--- src/rtl/bcd_scan_display.sv ---
// Time-multiplexed common-anode 7-segment driver with per-slot blanking and leading-zero
// suppression. Define BCD_SCAN_DISPLAY_DP_EN to add per-digit decimal-point support.
module bcd_scan_display #(
  parameter int unsigned NUM_DIGITS = 4,
  parameter int unsigned SCAN_DIV   = 1000,
  parameter int unsigned BLANK_CYC  = 1
) (
  input  logic                    clk,
  input  logic                    rst_n,
  input  logic [4*NUM_DIGITS-1:0] bcd_in,
  input  logic                    load,
  input  logic                    lz_blank,
  output logic [NUM_DIGITS-1:0]   digit_sel,
  output logic [0:6]              display
`ifdef BCD_SCAN_DISPLAY_DP_EN
  ,
  input  logic [NUM_DIGITS-1:0]   dp_in,
  output logic                    dp
`endif
);

  localparam int unsigned CntW = (SCAN_DIV > 1) ? $clog2(SCAN_DIV) : 1;
  localparam int unsigned IdxW = (NUM_DIGITS > 1) ? $clog2(NUM_DIGITS) : 1;
  localparam logic [CntW-1:0] CntMax = CntW'(SCAN_DIV - 1);
  localparam logic [IdxW-1:0] IdxMax = IdxW'(NUM_DIGITS - 1);

  function automatic logic [0:6] seg_decode(input logic [3:0] d);
    logic [0:6] seg;
    case (d)
      4'd0:    seg = 7'b0000001;
      4'd1:    seg = 7'b1001111;
      4'd2:    seg = 7'b0010010;
      4'd3:    seg = 7'b0000110;
      4'd4:    seg = 7'b1001100;
      4'd5:    seg = 7'b0100100;
      4'd6:    seg = 7'b1100000;
      4'd7:    seg = 7'b0001111;
      4'd8:    seg = 7'b0000000;
      4'd9:    seg = 7'b0001100;
      default: seg = 7'b1111111;
    endcase
    return seg;
  endfunction

  logic [CntW-1:0]         cnt_q, cnt_d;
  logic [IdxW-1:0]         idx_q, idx_d;
  logic [4*NUM_DIGITS-1:0] shadow_q, shadow_d;
  logic [NUM_DIGITS-1:0]   sel_q, sel_d, sel_act;
  logic [0:6]              seg_q, seg_d;
  logic [NUM_DIGITS-1:0]   keep;
  logic                    above, slot_end, blank_phase, cur_keep;
  logic [3:0]              cur_digit;

`ifdef BCD_SCAN_DISPLAY_DP_EN
  logic [NUM_DIGITS-1:0] dp_shadow_q, dp_shadow_d;
  logic                  dp_q, dp_d, cur_dp;
`endif

  always_comb begin
    slot_end = (cnt_q == CntMax);
    cnt_d    = slot_end ? '0 : cnt_q + 1'b1;
    idx_d    = idx_q;
    if (slot_end) begin
      idx_d = (idx_q == IdxMax) ? '0 : idx_q + 1'b1;
    end
    shadow_d = load ? bcd_in : shadow_q;
`ifdef BCD_SCAN_DISPLAY_DP_EN
    dp_shadow_d = load ? dp_in : dp_shadow_q;
`endif

    // Walk from the most significant digit down; once any nonzero (or dp-marked) digit is
    // seen, every digit at or below it is kept.
    keep  = '0;
    above = 1'b0;
    for (int k = NUM_DIGITS - 1; k >= 0; k--) begin
      above = above | (shadow_q[4*k +: 4] != 4'd0);
`ifdef BCD_SCAN_DISPLAY_DP_EN
      above = above | dp_shadow_q[k];
`endif
      keep[k] = above | (k == 0) | ~lz_blank;
    end

    cur_digit = '0;
    cur_keep  = 1'b0;
    sel_act   = '1;
`ifdef BCD_SCAN_DISPLAY_DP_EN
    cur_dp    = 1'b0;
`endif
    for (int k = 0; k < NUM_DIGITS; k++) begin
      if (idx_q == IdxW'(k)) begin
        cur_digit  = shadow_q[4*k +: 4];
        cur_keep   = keep[k];
        sel_act[k] = 1'b0;
`ifdef BCD_SCAN_DISPLAY_DP_EN
        cur_dp     = dp_shadow_q[k];
`endif
      end
    end

    blank_phase = (32'(cnt_q) < BLANK_CYC);
    sel_d       = blank_phase ? '1 : sel_act;
    // Suppressed digits keep their anode on so every slot draws the same duty cycle.
    seg_d       = (blank_phase || !cur_keep) ? 7'b1111111 : seg_decode(cur_digit);
`ifdef BCD_SCAN_DISPLAY_DP_EN
    dp_d        = blank_phase ? 1'b1 : ~cur_dp;
`endif
  end

  always_ff @(posedge clk or negedge rst_n) begin
    if (!rst_n) begin
      cnt_q       <= '0;
      idx_q       <= '0;
      shadow_q    <= '0;
      sel_q       <= '1;
      seg_q       <= 7'b1111111;
`ifdef BCD_SCAN_DISPLAY_DP_EN
      dp_shadow_q <= '0;
      dp_q        <= 1'b1;
`endif
    end else begin
      cnt_q       <= cnt_d;
      idx_q       <= idx_d;
      shadow_q    <= shadow_d;
      sel_q       <= sel_d;
      seg_q       <= seg_d;
`ifdef BCD_SCAN_DISPLAY_DP_EN
      dp_shadow_q <= dp_shadow_d;
      dp_q        <= dp_d;
`endif
    end
  end

  assign digit_sel = sel_q;
  assign display   = seg_q;
`ifdef BCD_SCAN_DISPLAY_DP_EN
  assign dp        = dp_q;
`endif

endmodule
--- config.mk ---
export PLATFORM = sky130hd
export DESIGN_NAME = bcd_scan_display
export DESIGN_NICKNAME = d
export VERILOG_FILES = /design/src/rtl/bcd_scan_display.sv
export SDC_FILE = /design/constraint.sdc
export NUM_CORES = 1
export LEC_CHECK = 0
export BUFFER_PORTS_ARGS = -buffer_cell sky130_fd_sc_hd__buf_2
export CAP_MARGIN = 40
export CORE_UTILIZATION = 50
export DETAILED_ROUTE_END_ITERATION = 6
export PLACE_DENSITY = 0.82
export SYNTH_ARGS = -nofsm -noshare
export SYNTH_HDL_FRONTEND = slang
export SYNTH_SLANG_ARGS = --single-unit
--- constraint.sdc ---
create_clock -name clk -period 2.15 [get_ports clk]
set_clock_uncertainty 0.2 [all_clocks]
set_input_delay 0.43 -clock clk [delete_from_list [all_inputs] [get_ports clk]]
set_output_delay 0.43 -clock clk [all_outputs]
set_load 0.1 [all_outputs]
Word-level counts from Yosys, hierarchy flattened
Memories as Yosys holds them, arrays and structs flattened.
Index checks and enable logic that the tools add are counted.
{"block": "totals", "n_memories": 1, "word_cells": 41, "ramBits": 0, "latch_bits": 0, "romBits": 112, "out_inout_bits": 11, "ff_bits": 39, "in_bits": 20}
{"block": "classes", "n_addsub": 2, "muxes": 16, "eq_ne": 4, "n_bitwise": 6, "n_reduce_logical": 6, "n_shift": 0, "n_lt_le_gt_ge": 1, "div_mod_pow": 0, "n_mul": 0}
{"name": "(no name shown)", "words": 16, "word_bits": 7, "read_ports": 1, "rd_ports_with_merged_regs": 0, "write_ports": 0, "line_no": "29", "rtl": "case (d)"}
{"operator": "2-to-1 mux 4 bit", "n": 5}
{"operator": "nonzero test 4 bit", "n": 3}
{"operator": "adder 10 x 1 -> 10 bit, second input constant", "n": 1}
{"operator": "equality test 10 bit, second input constant", "n": 1}
{"operator": "less-than comparator 10 x 1 -> 1 bit, second input constant", "n": 1}
{"operator": "2-to-1 mux 10 bit", "n": 1}
{"operator": "2-to-1 mux 1 bit", "n": 8}
{"operator": "2-to-1 mux 7 bit", "n": 1}
{"operator": "bitwise OR 1 bit", "n": 5}
{"operator": "equality test 2 bit, second input constant", "n": 2}
{"operator": "adder 2 x 1 -> 2 bit, second input constant", "n": 1}
{"operator": "equality test 2 x 1 -> 1 bit, second input constant", "n": 1}
{"operator": "logical NOT 2 bit", "n": 1}
{"operator": "2-to-1 mux 2 bit", "n": 1}
{"operator": "logical NOT 1 bit", "n": 1}
{"operator": "logical OR 1 bit", "n": 1}
{"operator": "NOT 1 bit", "n": 1}

Longest topological paths before layout
Gate-level depths: netlist of run 1.
{"block": "depth", "ltp_word": 10, "ltp_mapped": 10}

Worst setup path before layout of run 1
Ideal clock, no wire load.
{"block": "synth_path", "path_type": "register -> register", "startpoint": "reg idx_q[0]", "endpoint": "reg seg_q, in the netlist display[0]", "slack_ns": -0.124, "stages_incl_launch_ff": 10, "period_less_slack_ns": 2.274, "t_required_ns": 1.854, "arrival_ns": 1.978, "path_cell_list": "dfrtp_1 > ha_1 > buf_6 > nand3b_1 > a211oi_2 > inv_1 > ha_1 > o21a_1 > a211oi_1 > o21ai_1"}
{"block": "synth_between", "elab_chain_cells": 8, "elab_cells_between_ends": 16, "classes_between": "3 x eq/ne; 9 x mux; 3 x reduce/logical; 1 x memory"}
{"item": "from (decl)", "line_no": "46", "rtl": "logic [IdxW-1:0] idx_q, idx_d;"}
{"item": "from (signal assigned)", "line_no": "122", "rtl": "idx_q <= idx_d;"}
{"item": "parallel branches: the longest is 7 deep, another holds memory (16 x 7 bit)"}
{"item": "2-to-1 mux 7 bit *", "line_no": "103", "rtl": "seg_d = (blank_phase || !cur_keep) ? 7'b1111111 : seg_decode(cur_digit);"}
{"item": "net seg_d, one bit", "line_no": "49", "rtl": "logic [0:6] seg_q, seg_d;"}
{"item": "to (signal assigned)", "line_no": "125", "rtl": "seg_q <= seg_d;"}
{"item": "to (decl)", "line_no": "49"}
Mark *: on every way through the listed nets, which the timed path passes.
A chain may end at the register's enable or synchronous reset.

Worst setup path after layout of run 1
{"block": "layout_path", "startpoint": "reg idx_q[1]", "endpoint": "reg seg_q, in the netlist display[3]"}
The elaborated chain is that of the path after synthesis.

==> summary.txt, run 1 <==
Initial Utilization: 53.31%
worst skew pair latency: 290 ps
RSZ-0062 raised after global routing: true
deepest clock path buffer count: 2
kind of critical path: reg2reg
Netlist cell types: 39
Setup WS pre-CTS: -172.3 ps
Syn Inst Count: 176
yosys warns: 0
Max stage delay on crit path: 450 ps
post-synth top area cell: dfrtp_1
Seq/Total Area, Yosys: 49.59%
R2R Path Start: idx_q[1]
highest-count cells in the layout ignoring fill and taps: buf_2 (30), dfrtp_1 (26), buf_4 (24)
Final #Nets: 266
share of cells above drive strength 1: 49.79%
Max-Cap Viols: 0
DRC: 0
H-tree depth: 2
Slowest-stage cell, CP: dfrtp_2
std cell rows: 22
core area: 3744 um2
leading cell types by total area after synthesis: dfrtp_1 (35%), dfstp_2 (14%), mux2_2 (7.9%)
Slew @ Worst Pin: 487.2 ps
hold_ws: 138.1 ps
Root Driver: clkbuf_8
DP HPWL: 2.894 mm
Final Setup Violations: 6
Worst Setup SP: idx_q[1]
achievable frequency: 0.4420 GHz
first-pass GRT wire length: 6.679 mm
most frequent CP cell: ha_4
peak supply drop: 444.2 uV
Power, Total: 1.796 mW
remaining antenna violation count: 0
total wire length: 4.136 mm
critical-path cell list: inv_4 > ha_4 > nand3b_1 > a221o_2 > inv_1 > ha_4 > nor2b_1 > a211oi_2 > o21ai_1
FF-to-FF End: display[3]
clk slew on worst S/H paths: 70 ps
gr usage total: 21.37%
die area: 4248 um2
Crit path arrival time: 2290 ps
Overflow after GRT: 0
status: finished, violations left
CP Capture Point: display[3]
number of global-route vias before repair: 1445
Final GP Congestion: 0.8398
routed vias: 1513
Final Util: 70.35%
Routed WL per cell: 14.61 um
Slew Viols, Final: 0
worst hold path class: in2reg
crit path time final: 2262 ps
pwr/cell area: 681.7 nW/um2
CTS tree: done
flop2flop setup slack: -110 ps
Leak: 1.141 nW
clk sink count: 39
reg2reg path depth: 9
area share of the largest cell type after synthesis: 35.11%
I/O Pins: 31
largest net degree at the start of global routing: 21
Layout area overhead: 31.98%
placed instance area: 2364 um2
Post-Syn Area per Cell: 11.34 um2
diode count: 0
Num CTS Buffers: 5
initial antenna violation count: 0
crit path max fanout: 8
Die W: 65.18 um
Syn Std Cell Area: 1996 um2
most common cell after layout, fill and taps aside: buf_2
failing checks: setup timing
Tcrit/Tclk final: 105.2%
setup ws final: -112.4 ps
Mapped Nets: 208
Fin. Hold Viols: 0
Worst setup SP type: flip-flop
DR iter-0 viols: 100
flip-flop and latch count after synthesis: 39
number of port buffers: 30
Critical Path Sink Type: flip-flop
DRT Pass-1 Iters: 4
Slew headroom: 67.75%
die height: 65.18 um
worst endpoint required time: 2180 ps
Finished Cell Area: 2634 um2
Via density: 5.346
## cells in the mapped netlist
cell	n
o21a_1	1
nand4_1	1
clkbuf_1	1
mux2i_1	1
or4_1	1
nor2_1	13
a221o_1	1
dfstp_2	11
buf_1	1
buf_2	3
and3_4	2
a31oi_1	1
nand3b_4	1
a211oi_2	2
buf_6	2
a21oi_1	4
dfrtp_1	28
nor4b_1	1
nor3_1	3
o31ai_1	1
nor4_1	3
a221oi_4	1
nor2b_1	5
inv_4	1
ha_1	12
and3_1	1
o21ai_1	5
nand2_1	10
o21ai_0	7
nand3_1	6
nor3b_1	4
inv_1	8
o21bai_1	1
xnor2_1	5
xor2_1	3
mux2_2	14
a211oi_1	7
o41ai_1	1
nand3b_1	3
## registers in the layout, summed over array words and instances (netlist names)
register,flops
cnt_q,10
display,7
idx_q,2
digit_sel,4
shadow_q,16
## layout make-up
cell class,count,area (um2)
clock buffers,8,100.1
flip-flops and latches,39,992.2
inverters,9,41.29
well taps,48,60.06
multi-input cells,121,1049
fillers,275,1110
repair buffers,58,391.6
## cells by family after synthesis
logic type | after synthesis | share of synthesized area, %
adders and majority gates | 12 | 7.523
xor gates and xnor gates | 8 | 3.511
DFF | 39 | 49.59
muxes | 15 | 8.401
buffers and inverters | 16 | 4.075
AOI/OAI and AO/OA | 32 | 11.60
and+or+nand+nor | 54 | 15.30
## metrics by stage
| step | instances | setup TNS [ps] |
|---|---|---|
| 6_report | 283 | -462.3 |
| 3_5_place_dp | 269 | -781.9 |
| 2_1_floorplan | 176 | -109.6 |
| 4_1_cts | 283 | -264.4 |
| 5_1_grt | 283 | -973.2 |
| 3_3_place_gp | 269 | -190.1 |
## critical path, delay by kind of cell, from the launching register on
family	cells	cell delay, ps
AOI/OAI and AO/OA	3	630
adders and majority gates	2	340
buffers and inverters	2	230
DFF	1	450
and+or+nand+nor	2	360
## how the worst min path moves through the flow
stage | start | to | slack, ps | cells after the start
after floorplan | rst_n | cnt_q[0] | -70 | 0
after global placement | rst_n | cnt_q[5] | 210 | 1
after detailed placement | rst_n | cnt_q[5] | 210 | 1
after CTS | bcd_in[14] | shadow_q[14] | 130 | 3
after global routing | bcd_in[14] | shadow_q[14] | 150 | 3
final | bcd_in[14] | shadow_q[14] | 140 | 3
## layer usage
metal,global-route usage [%],wire (um),part of all wire [%]
met3,5.729,163,3.9
met2,35.95,2126,51
met4,8.967,64,1.5
met5,0,0,0
met1,25.72,1782,43
## power breakdown
part | internal [mW] | leakage, nW | switching [mW] | total [mW]
sequential | 0.802 | 0.453 | 0.0309 | 0.833
clock | 0.293 | 0.0515 | 0.248 | 0.540
combinational | 0.133 | 0.636 | 0.288 | 0.422
## what timing repair did
action / in CTS / in global routing
setup buffers: 6 / 1
endpoints found under the setup margin: 7 / 7
hold buffers: 1 / 0
hold endpoints to repair: 11 / 0
pin swaps: 6 / 5
resized for setup: 22 / 7
(Power assumes the default switching activity.)
==> run 2, diff against run 1 <==
PLACE_DENSITY = 0.79   (was 0.82)
==> summary.txt, run 2 (synthesized netlist as in run 1, its figures left out) <==
Via density: 5.540
crit path time final: 2350 ps
met2 wire len: 2.417 mm
most frequent CP cell: ha_4
critical-path cell list: inv_4 > ha_4 > nand3b_1 > a221o_2 > inv_2 > ha_4 > nor2b_1 > a211oi_2 > o21ai_1
H-tree depth: 2
number of global-route vias before repair: 1565
deepest clock path buffer count: 2
clk sink count: 39
DRT Pass-1 Iters: 4
Slowest-stage cell, CP: dfrtp_2
peak supply drop: 454.9 uV
Final Util: 71.59%
Largest register FFs: 16
diode count: 0
setup ws final: -199.8 ps
crit path buf inv count: 2
Tcrit/Tclk final: 109.3%
failing checks: setup timing
hold_ws: 140.6 ps
Setup WS pre-CTS: -322.0 ps
remaining antenna violation count: 0
number of port buffers: 30
Final #Nets: 259
Crit path arrival time: 2370 ps
wire length on met3: 190 um
total wire length: 4.635 mm
first-pass GRT wire length: 7.431 mm
CTS tree: done
clk slew on worst S/H paths: 90 ps
Initial Utilization: 53.31%
std cell rows: 22
Routed WL per cell: 16.79 um
die height: 65.18 um
Critical Path Sink Type: flip-flop
Worst setup SP type: flip-flop
largest net degree at the start of global routing: 23
gr usage total: 24.25%
Overflow after GRT: 0
Max-Cap Viols: 0
most common cell after layout, fill and taps aside: buf_2
Max stage delay on crit path: 470 ps
Layout area overhead: 34.29%
status: finished, violations left
initial antenna violation count: 0
DP HPWL: 2.866 mm
Num CTS Buffers: 5
DRT met1 WL: 1.891 mm
Fin. Hold Viols: 0
share of cells above drive strength 1: 53.51%
I/O Pins: 31
Reg with most FFs: shadow_q
crit path max fanout: 6
pwr/cell area: 674.0 nW/um2
Final GP Congestion: 0.7929
achievable frequency: 0.4256 GHz
Slew Viols, Final: 0
Top delay family on crit path: compound AO/OA/AOI/OAI gates
die area: 4248 um2
DR iter-0 viols: 103
RSZ-0062 raised after global routing: true
Slew headroom: 60.46%
setup TNS: -683.0 ps
kind of critical path: reg2reg
fillers: 272
Max Used Layer: met4
routed vias: 1529
Root Driver: clkbuf_8
worst endpoint required time: 2170 ps
core area: 3744 um2
Die W: 65.18 um
highest-count cells in the layout ignoring fill and taps: buf_2 (30), dfrtp_1 (26), mux2_2 (14)
Final Setup Violations: 7
worst skew pair latency: 310 ps
DRC: 0
Leak: 1.111 nW
worst hold path class: in2reg
Slew @ Worst Pin: 592.0 ps
## run 2: cell types whose count changed in the layout (fill, tap and decap cells not counted), moves of 3 or more
| cell | previous run | this run |
|---|---|---|
| ha_1 | 5 | 2 |
| a211oi_4 | 1 | 4 |
| buf_6 | 1 | 7 |
| buf_4 | 24 | 12 |
| a211oi_1 | 3 | 0 |
## run 2: power breakdown
part / total (mW) / internal [mW] / switching, mW
Clock: 0.507 / 0.232 / 0.276
Combinational: 0.460 / 0.151 / 0.309
Sequential: 0.839 / 0.802 / 0.0368
Total: 1.81 / 1.18 / 0.621
## run 2: per-layer routing
metal,global-route usage (%),vias to the layer above
met5,0,-
met4,12.23,0
met3,5.035,11
met2,41.37,42
met1,28.87,758
li1,-,718
## run 2: final cells by class
| class | count | area [um2] | share of cell area [%] |
|---|---|---|---|
| Multi-Input combinational cell | 122 | 1165 | 43.46 |
| Sequential cell | 39 | 992.2 | 37.02 |
| Timing Repair Buffer | 50 | 329.1 | 12.28 |
| Clock buffer | 5 | 68.82 | 2.568 |
| Tap cell | 48 | 60.06 | 2.241 |
| Inverter | 9 | 41.29 | 1.541 |
| Clock inverter | 3 | 23.77 | 0.8870 |
## run 2: path summary, 6_finish.rpt
path / from / slack [ps] / cells after the start / to
max in group asynchronous: rst_n / 740 / 3 / display[3]
worst max-delay path: idx_q[1] / -200 / 9 / display[3]
worst min-delay path: bcd_in[14] / 140 / 3 / shadow_q[14]
min in group asynchronous: rst_n / 400 / 2 / cnt_q[8]
worst max register to register: idx_q[1] / -200 / 9 / display[3]
worst min register to register: cnt_q[0] / 300 / 1 / cnt_q[0]
## run 2: through the flow
step / cells / cell area, um2 / total power, mW
detailed placement: 262 / 2286 / 1.233
finish: 276 / 2680 / 1.806
global placement: 262 / 2286 / 1.226
CTS: 276 / 2609 / 1.785
floorplan: 176 / 2008 / 1.142
global route: 276 / 2680 / 1.868
## run 2: worst reg2reg max path, cell delays in order (launching register included)
cell      delay (ps)
dfrtp_2          470
inv_4             70
ha_4             200
nand3b_1         190
a221o_2          440
inv_2            130
ha_4             140
nor2b_1          150
a211oi_2          60
o21ai_1          190
## run 2: what timing repair did
| action | in CTS | in global routing |
|---|---|---|
| hold buffers | 1 | 0 |
| setup endpoints to repair | 7 | 7 |
| resized for setup | 38 | 16 |
| buffers inserted | 5 | 1 |
| gates cloned | 1 | 0 |
| pin swaps | 12 | 10 |
| hold endpoints to repair | 20 | 0 |
==> run 3, diff against run 2 <==
SETUP_SLACK_MARGIN = 0.02   (was unset)
==> summary.txt, run 3 (synthesized netlist as in run 1, its figures left out) <==
status: finished, violations left
failing checks: setup timing
setup ws final: -199.8 ps
Slew Viols, Final: 0
placed insts: 262
remaining antenna violation count: 0
first-pass GRT wire length: 7.431 mm
fillers: 272
Max-Cap Viols: 0
share of cells above drive strength 1: 53.51%
initial antenna violation count: 0
worst endpoint required time: 2170 ps
Final #Nets: 259
worst skew pair latency: 310 ps
Tcrit/Tclk final: 109.3%
HP Start: bcd_in[14]
number of global-route vias before repair: 1563
Slew @ Worst Pin: 592.0 ps
Die W: 65.18 um
RSZ-0062 raised after global routing: true
CP Capture Point: display[3]
clk slew on worst S/H paths: 90 ps
worst hold path class: in2reg
highest-count cells in the layout ignoring fill and taps: buf_2 (30), dfrtp_1 (26), mux2_2 (14)
Setup WS pre-CTS: -322.0 ps
DRC: 0
Critical Path Sink Type: flip-flop
FF-to-FF End: display[3]
routed vias: 1529
Via density: 5.540
R2R Path Start: idx_q[1]
most common cell after layout, fill and taps aside: buf_2
Overflow after GRT: 0
DP HPWL: 2.866 mm
Largest register FFs: 16
DR iter-0 viols: 103
Root Driver: clkbuf_8
kind of critical path: reg2reg
die height: 65.18 um
crit path time final: 2350 ps
core area: 3744 um2
Final Setup Violations: 7
Layout area overhead: 34.29%
CTS tree: done
pwr/cell area: 674.0 nW/um2
number of port buffers: 30
reg2reg path depth: 9
Fin. Hold Viols: 0
Leak: 1.111 nW
peak supply drop: 454.9 uV
diode count: 0
deepest clock path buffer count: 2
DRT Pass-1 Iters: 4
Crit path arrival time: 2370 ps
achievable frequency: 0.4256 GHz
Num CTS Buffers: 5
Reg with most FFs: shadow_q
I/O Pins: 31
H-tree depth: 2
Worst Setup SP: idx_q[1]
Final GP Congestion: 0.7929
flop2flop setup slack: -200 ps
std cell rows: 22
Worst setup SP type: flip-flop
crit path max fanout: 6
Initial Utilization: 53.31%
Finished Layout Cells: 276
total wire length: 4.635 mm
Slew headroom: 60.46%
Routed WL per cell: 16.79 um
largest net degree at the start of global routing: 23
die area: 4248 um2
gr usage total: 24.25%
clk sink count: 39
-- run 3: critical path, stage by stage (launching register included) --
cell and delay [ps]:
dfrtp_2 470, inv_4 70, ha_4 200, nand3b_1 190, a221o_2 440, inv_2 130
ha_4 140, nor2b_1 150, a211oi_2 60, o21ai_1 190
-- run 3: area by class of cell --
cell class                 instances  area (um2)  area share [%]
multi-input combinational        122        1165           43.46
sequential                        39       992.2           37.02
timing repair buffer              50       329.1           12.28
clock buffer                       5       68.82           2.568
tap                               48       60.06           2.241
inverter                           9       41.29           1.541
clock inverter                     3       23.77          0.8870
-- run 3: how the worst min path moves through the flow --
stage                         to  slack (ps)  cells after the start
floorplan               cnt_q[0]         -70                      0
global placement        cnt_q[5]         210                      1
detailed placement      cnt_q[7]         220                      1
CTS                 shadow_q[14]         130                      3
global route         shadow_q[3]         140                      2
finish              shadow_q[14]         140                      3
-- run 3: power by group --
part / internal (mW) / total (mW) / switching, mW
Sequential: 0.802 / 0.839 / 0.0368
Clock: 0.232 / 0.507 / 0.276
Combinational: 0.151 / 0.460 / 0.309
Total: 1.18 / 1.81 / 0.621
-- run 3: what timing repair did --
| action | CTS | global route |
|---|---|---|
| hold buffers | 1 | 0 |
| endpoints found under the hold margin | 20 | 0 |
| setup buffers | 5 | 1 |
| resized for setup | 38 | 16 |
| setup endpoints to repair | 7 | 7 |
| pin swaps | 12 | 10 |
| cloned | 1 | 0 |
-- run 3: stage by stage --
step                      TNS (ps)  hold slack, ps  power [mW]  utilization (%)  area, um2
after global placement      -596.5           210.7       1.226            61.06       2286
after floorplan             -109.6          -65.59       1.142                -       2008
final                       -683.0           140.6       1.806            71.59       2680
after global routing         -1042           143.5       1.868            71.59       2680
after CTS                   -235.5           130.9       1.785            69.69       2609
after detailed placement     -1472           219.3       1.233            61.06       2286
-- run 3: metal layers --
metal / track usage, % / share of wire, % / wire length, um
met1: 28.87 / 41 / 1891
met2: 41.37 / 52 / 2417
met3: 5.035 / 4.1 / 190
met4: 12.23 / 2.9 / 135
met5: 0 / 0 / 0
